### config.mk
export PLATFORM = sky130hd
export DESIGN_NAME = wb_reg_file
export DESIGN_NICKNAME = d
export VERILOG_FILES = /design/src/rtl/wb_reg_file.sv
export SDC_FILE = /design/constraint.sdc
export NUM_CORES = 1
export LEC_CHECK = 0
export ABC_AREA = 1
export BUFFER_PORTS_ARGS = -buffer_cell sky130_fd_sc_hd__buf_2
export CAP_MARGIN = 20
export CORE_AREA = 2 2 211 213
export CTS_BUF_LIST = sky130_fd_sc_hd__clkbuf_8
export CTS_CLUSTER_SIZE = 14
export DETAILED_ROUTE_END_ITERATION = 16
export DIE_AREA = 0 0 213 215
export PLACE_DENSITY = 0.62
export SYNTH_ARGS = -nofsm -noshare
export SYNTH_HDL_FRONTEND = slang
export SYNTH_SLANG_ARGS = --single-unit
### constraint.sdc
create_clock -name clk -period 7.9 [get_ports clk]
set_input_delay 1.58 -clock clk [delete_from_list [all_inputs] [get_ports clk]]
set_output_delay 1.58 -clock clk [all_outputs]
set_load 0.02 [all_outputs]
### src/rtl/wb_reg_file.sv
// wb_reg_file: 16x16 architectural register file at the writeback end.
// Ports: clk/rst; wr_* writeback commit; jal_* link write; lw_* load issue;
//   rd_* two combinational read ports; r15 link value; stall load-use hold.
module wb_reg_file #(
  parameter int DATA_W   = 16,
  parameter int ADDR_W   = 4,
  parameter int LINK_REG = 15
) (
  input  logic              clk,
  input  logic              rst,
  input  logic              wr_en,
  input  logic [ADDR_W-1:0] wr_addr,
  input  logic [DATA_W-1:0] wr_data,
  input  logic              wr_lw,
  input  logic              jal_en,
  input  logic [DATA_W-1:0] jal_link,
  input  logic              lw_issue,
  input  logic [ADDR_W-1:0] lw_dst,
  input  logic              rd_en_a,
  input  logic              rd_en_b,
  input  logic [ADDR_W-1:0] rd_addr_a,
  input  logic [ADDR_W-1:0] rd_addr_b,
  output logic [DATA_W-1:0] rd_data_a,
  output logic [DATA_W-1:0] rd_data_b,
  output logic [DATA_W-1:0] r15,
  output logic              stall
);

  localparam int N = 1 << ADDR_W;
  localparam logic [ADDR_W-1:0] LINK = ADDR_W'(LINK_REG);

  logic [DATA_W-1:0] regs [N];
  logic [N-1:0]      pending;
  logic [N-1:0]      pend_nxt;
  logic              clr_a;
  logic              clr_b;
  logic              lw_set;

  // Bypass order: R0, then link port, then writeback, then storage.
  function automatic logic [DATA_W-1:0] rd_port(
    input logic [ADDR_W-1:0] a
  );
    if (a == '0)
      return '0;
    else if (jal_en && a == LINK)
      return jal_link;
    else if (wr_en && wr_addr == a)
      return wr_data;
    else
      return regs[a];
  endfunction

  assign rd_data_a = rd_port(rd_addr_a);
  assign rd_data_b = rd_port(rd_addr_b);
  assign r15       = rd_port(LINK);

  // A load completing this cycle is forwarded, so it must not stall.
  assign clr_a = wr_en & wr_lw & (wr_addr == rd_addr_a);
  assign clr_b = wr_en & wr_lw & (wr_addr == rd_addr_b);

  assign stall = (rd_en_a & pending[rd_addr_a] & ~clr_a)
               | (rd_en_b & pending[rd_addr_b] & ~clr_b);

  // Loads cannot issue while decode is held.
  assign lw_set = lw_issue & ~stall & (lw_dst != '0);

  // Set applied after clear: the newer load stays outstanding.
  always_comb begin
    pend_nxt = pending;
    if (wr_en && wr_lw)
      pend_nxt[wr_addr] = 1'b0;
    if (lw_set)
      pend_nxt[lw_dst] = 1'b1;
    pend_nxt[0] = 1'b0;
  end

  always_ff @(posedge clk or posedge rst) begin
    if (rst) begin
      for (int i = 0; i < N; i++)
        regs[i] <= '0;
      pending <= '0;
    end else begin
      for (int i = 1; i < N; i++) begin
        if (jal_en && ADDR_W'(i) == LINK)
          regs[i] <= jal_link;
        else if (wr_en && wr_addr == ADDR_W'(i))
          regs[i] <= wr_data;
      end
      pending <= pend_nxt;
    end
  end

endmodule
==> flow_summary.toml <==
[run_status]
status = "finished, final reports clean"

[clock_tree]
hold_buffers = 0
cts_buffer_depth = 3
clock_latency_ns = 0.59
htree_num_levels = 2
clk_pin_slew_ns = 0.06
cts_tree = "done"
numCtsBuffers = 45
cts_resized = 0
clockRootBuffer = "clkbuf_8"
cts.sinks = 255
cts_setup_buffers = 0

[route]
ant_nets = 0
wl_per_cell_um = 19.5
drt_iter0_drc = 1601
drt-pass1-iter-count = 7
drc_errors = 0
vias = 15800
wl_um = 56100
vias_per_cell = 5.50

[floorplan]
die_h_um = 215
num_io_pins = 105
start_util_pct = 34.7
fp.coreArea_um2 = 43600
die_w_um = 213
fp-row-count = 77
die_area_um2 = 45800

[setup_path]
cp-startpoint = "rd_addr_b[0]"
critPathCaptureType = "output pin"
path_class = "input port to output pin"
startpoint_type = "input port"
r2r_cells = 11
r2r_slack_ns = 6.28
r2r-start = "pending[7]"
cp.required_ns = 6.32
worstPathMaxFanout = 58
crit_end = "rd_data_b[5]"
worstReg2RegEnd = "pending[13]"
critPathArrivalTime_ns = 4.61

[power]
intPower_uw = 2600
clock_power_share_pct = 32.6
pwr-share-comb_pct = 22.7
switching_share_pct = 34.6
p_leak_uw = 0.00821
p_sw_uw = 1380
p_per_area_nw_per_um2 = 235
seqPwrFrac_pct = 44.7
peakVddDrop_v = 0.000110

[synthesis]
yosysWarnings = 16
syn_area_per_cell_um2 = 6.80
synth-seq-area-share_pct = 42.1
synth.net_count = 2284
netlist_area_um2 = 15100
synthCells = 2228
ys_ff_latch = 255
yosysUniqueCellTypes = 25

[finish]
nets = 2306
drive_gt1_share_pct = 9.90
diodes = 0
fin_cells = 2874
final_common_cell = "nand2_1"
stdcell_area_um2 = 16900
area.growth.synth_to_final_pct = 11.9
layout_common_cells = "845 x nand2_1, 302 x o21ai_0, 255 x dfrtp_1, 162 x inv_1, 141 x nand3_1"

[global_route]
grt_max_degree = 186
grtUsageTotal_pct = 24.3
antenna_found_initial = 0
grt_pass1_vias = 15200
grt.overflow.total = 0
grt_pass1_wl_um = 87100

[sta]
fin_crit_ns = 6.19
max-slew-margin-rel_pct = 23.6
rsz0062_at_grt = "no"
fmax_mhz = 162
fin_skew_ns = 0.0187
finalSetupViolCount = 0
fin_crit_sh_pct = 78.3
worstMarginPinSlew_ns = 1.15
worst_slack_ns = 1.71
hold_violations = 0
drv_slew = 0
fin_tns_setup_ns = 0

[placed_design]
post-place-ws_ns = 1.83
port_buffers = 104
placed_area_um2 = 16000
dp_cells = 2794
gp_congestion = 0.891
dpl.hpwl_um = 34900

[min_path]
hold_class = "flip-flop to flip-flop"

[job]
cap_violations = 0
[synth_stat cells]
master    number  area share (%)
buf_1          8            0.20
buf_6          2            0.15
nor2_2         6            0.25
a31oi_1       16            0.66
inv_1        150             3.7
o22ai_1       12            0.50
buf_2         53             1.8
o211ai_1      83             4.1
a21oi_1       81             2.7
nand4_1       51             2.1
nand2_1      845              21
clkbuf_1      92             2.3
clkbuf_2       3           0.099
buf_4         10            0.50
xor2_1         7            0.40
nor2_1        92             2.3
dfrtp_1      255              42
nor3_1         2           0.066
inv_2          6            0.15
o21ai_0      302              10
clkinv_1       6            0.15
a21boi_1       1           0.050
nand2_2        2           0.083
nand3_1      141             4.7
or2_2          2           0.083
[sequential cells by signal (all words and copies together) (netlist names)]
register	count
regs	240
pending	15
[cell families (layout without fill, tap and decap cells)]
kind of cell              after synthesis  count (layout)  share of synthesized area, %
AOI/OAI and AO/OA                     495             495                          18.0
xor gates and xnor gates                7               7                         0.405
buffers and inverters                 330             384                          8.99
DFF                                   255             255                          42.1
and+or+nand+nor                      1141            1141                          30.5
[metal layers]
layer,global-route usage [%],share of wire (%)
met1,31.6,41
met2,39.3,46
met3,3.95,8.9
met4,11.3,4.3
met5,0,0
[worst max-delay path: stages]
cell and delay [ns]:
buf_4 0.53, buf_4 0.68, nor2_4 0.25, buf_4 0.39, nand2_1 0.55, o21ai_0 0.23, a21oi_1 0.16, buf_2 0.18
[cell type report]
type / instances / area (µm²)
fill: 4595 / 26700
multi-input combinational: 1643 / 7410
sequential: 255 / 6380
timing repair buffer: 143 / 851
clock buffer: 58 / 798
tap: 592 / 741
inverter: 162 / 612
clock inverter: 21 / 149
[power by group through the flow]
stage | logic [µW] | clock network, µW | registers (µW)
global route | 1020 | 1370 | 1800
global placement | 864 | 0 | 1780
CTS | 891 | 1320 | 1770
floorplan | 647 | 0 | 1730
finish | 902 | 1300 | 1780
detailed placement | 887 | 0 | 1790
[per-stage QoR]
step                      total power [µW]  hold slack [ns]  util [%]
after floorplan                       2380            0.449         -
after detailed placement              2670            0.470      36.6
after global routing                  4200            0.502      38.8
final                                 3980            0.484      38.8
after CTS                             3980            0.487      38.8
after global placement                2640            0.468      36.6
[how the worst min path moves through the flow]
| stage | start | endpoint | slack [ns] | cells after the start |
|---|---|---|---|---|
| after floorplan | pending[10] | pending[10] | 0.45 | 2 |
| after CTS | pending[14] | pending[14] | 0.49 | 2 |
| after global routing | regs[138] | regs[138] | 0.50 | 2 |
| final | regs[138] | regs[138] | 0.48 | 2 |
| after detailed placement | pending[14] | pending[14] | 0.47 | 2 |
| after global placement | regs[200] | regs[200] | 0.47 | 2 |
Power figures use the tool's default switching activity.
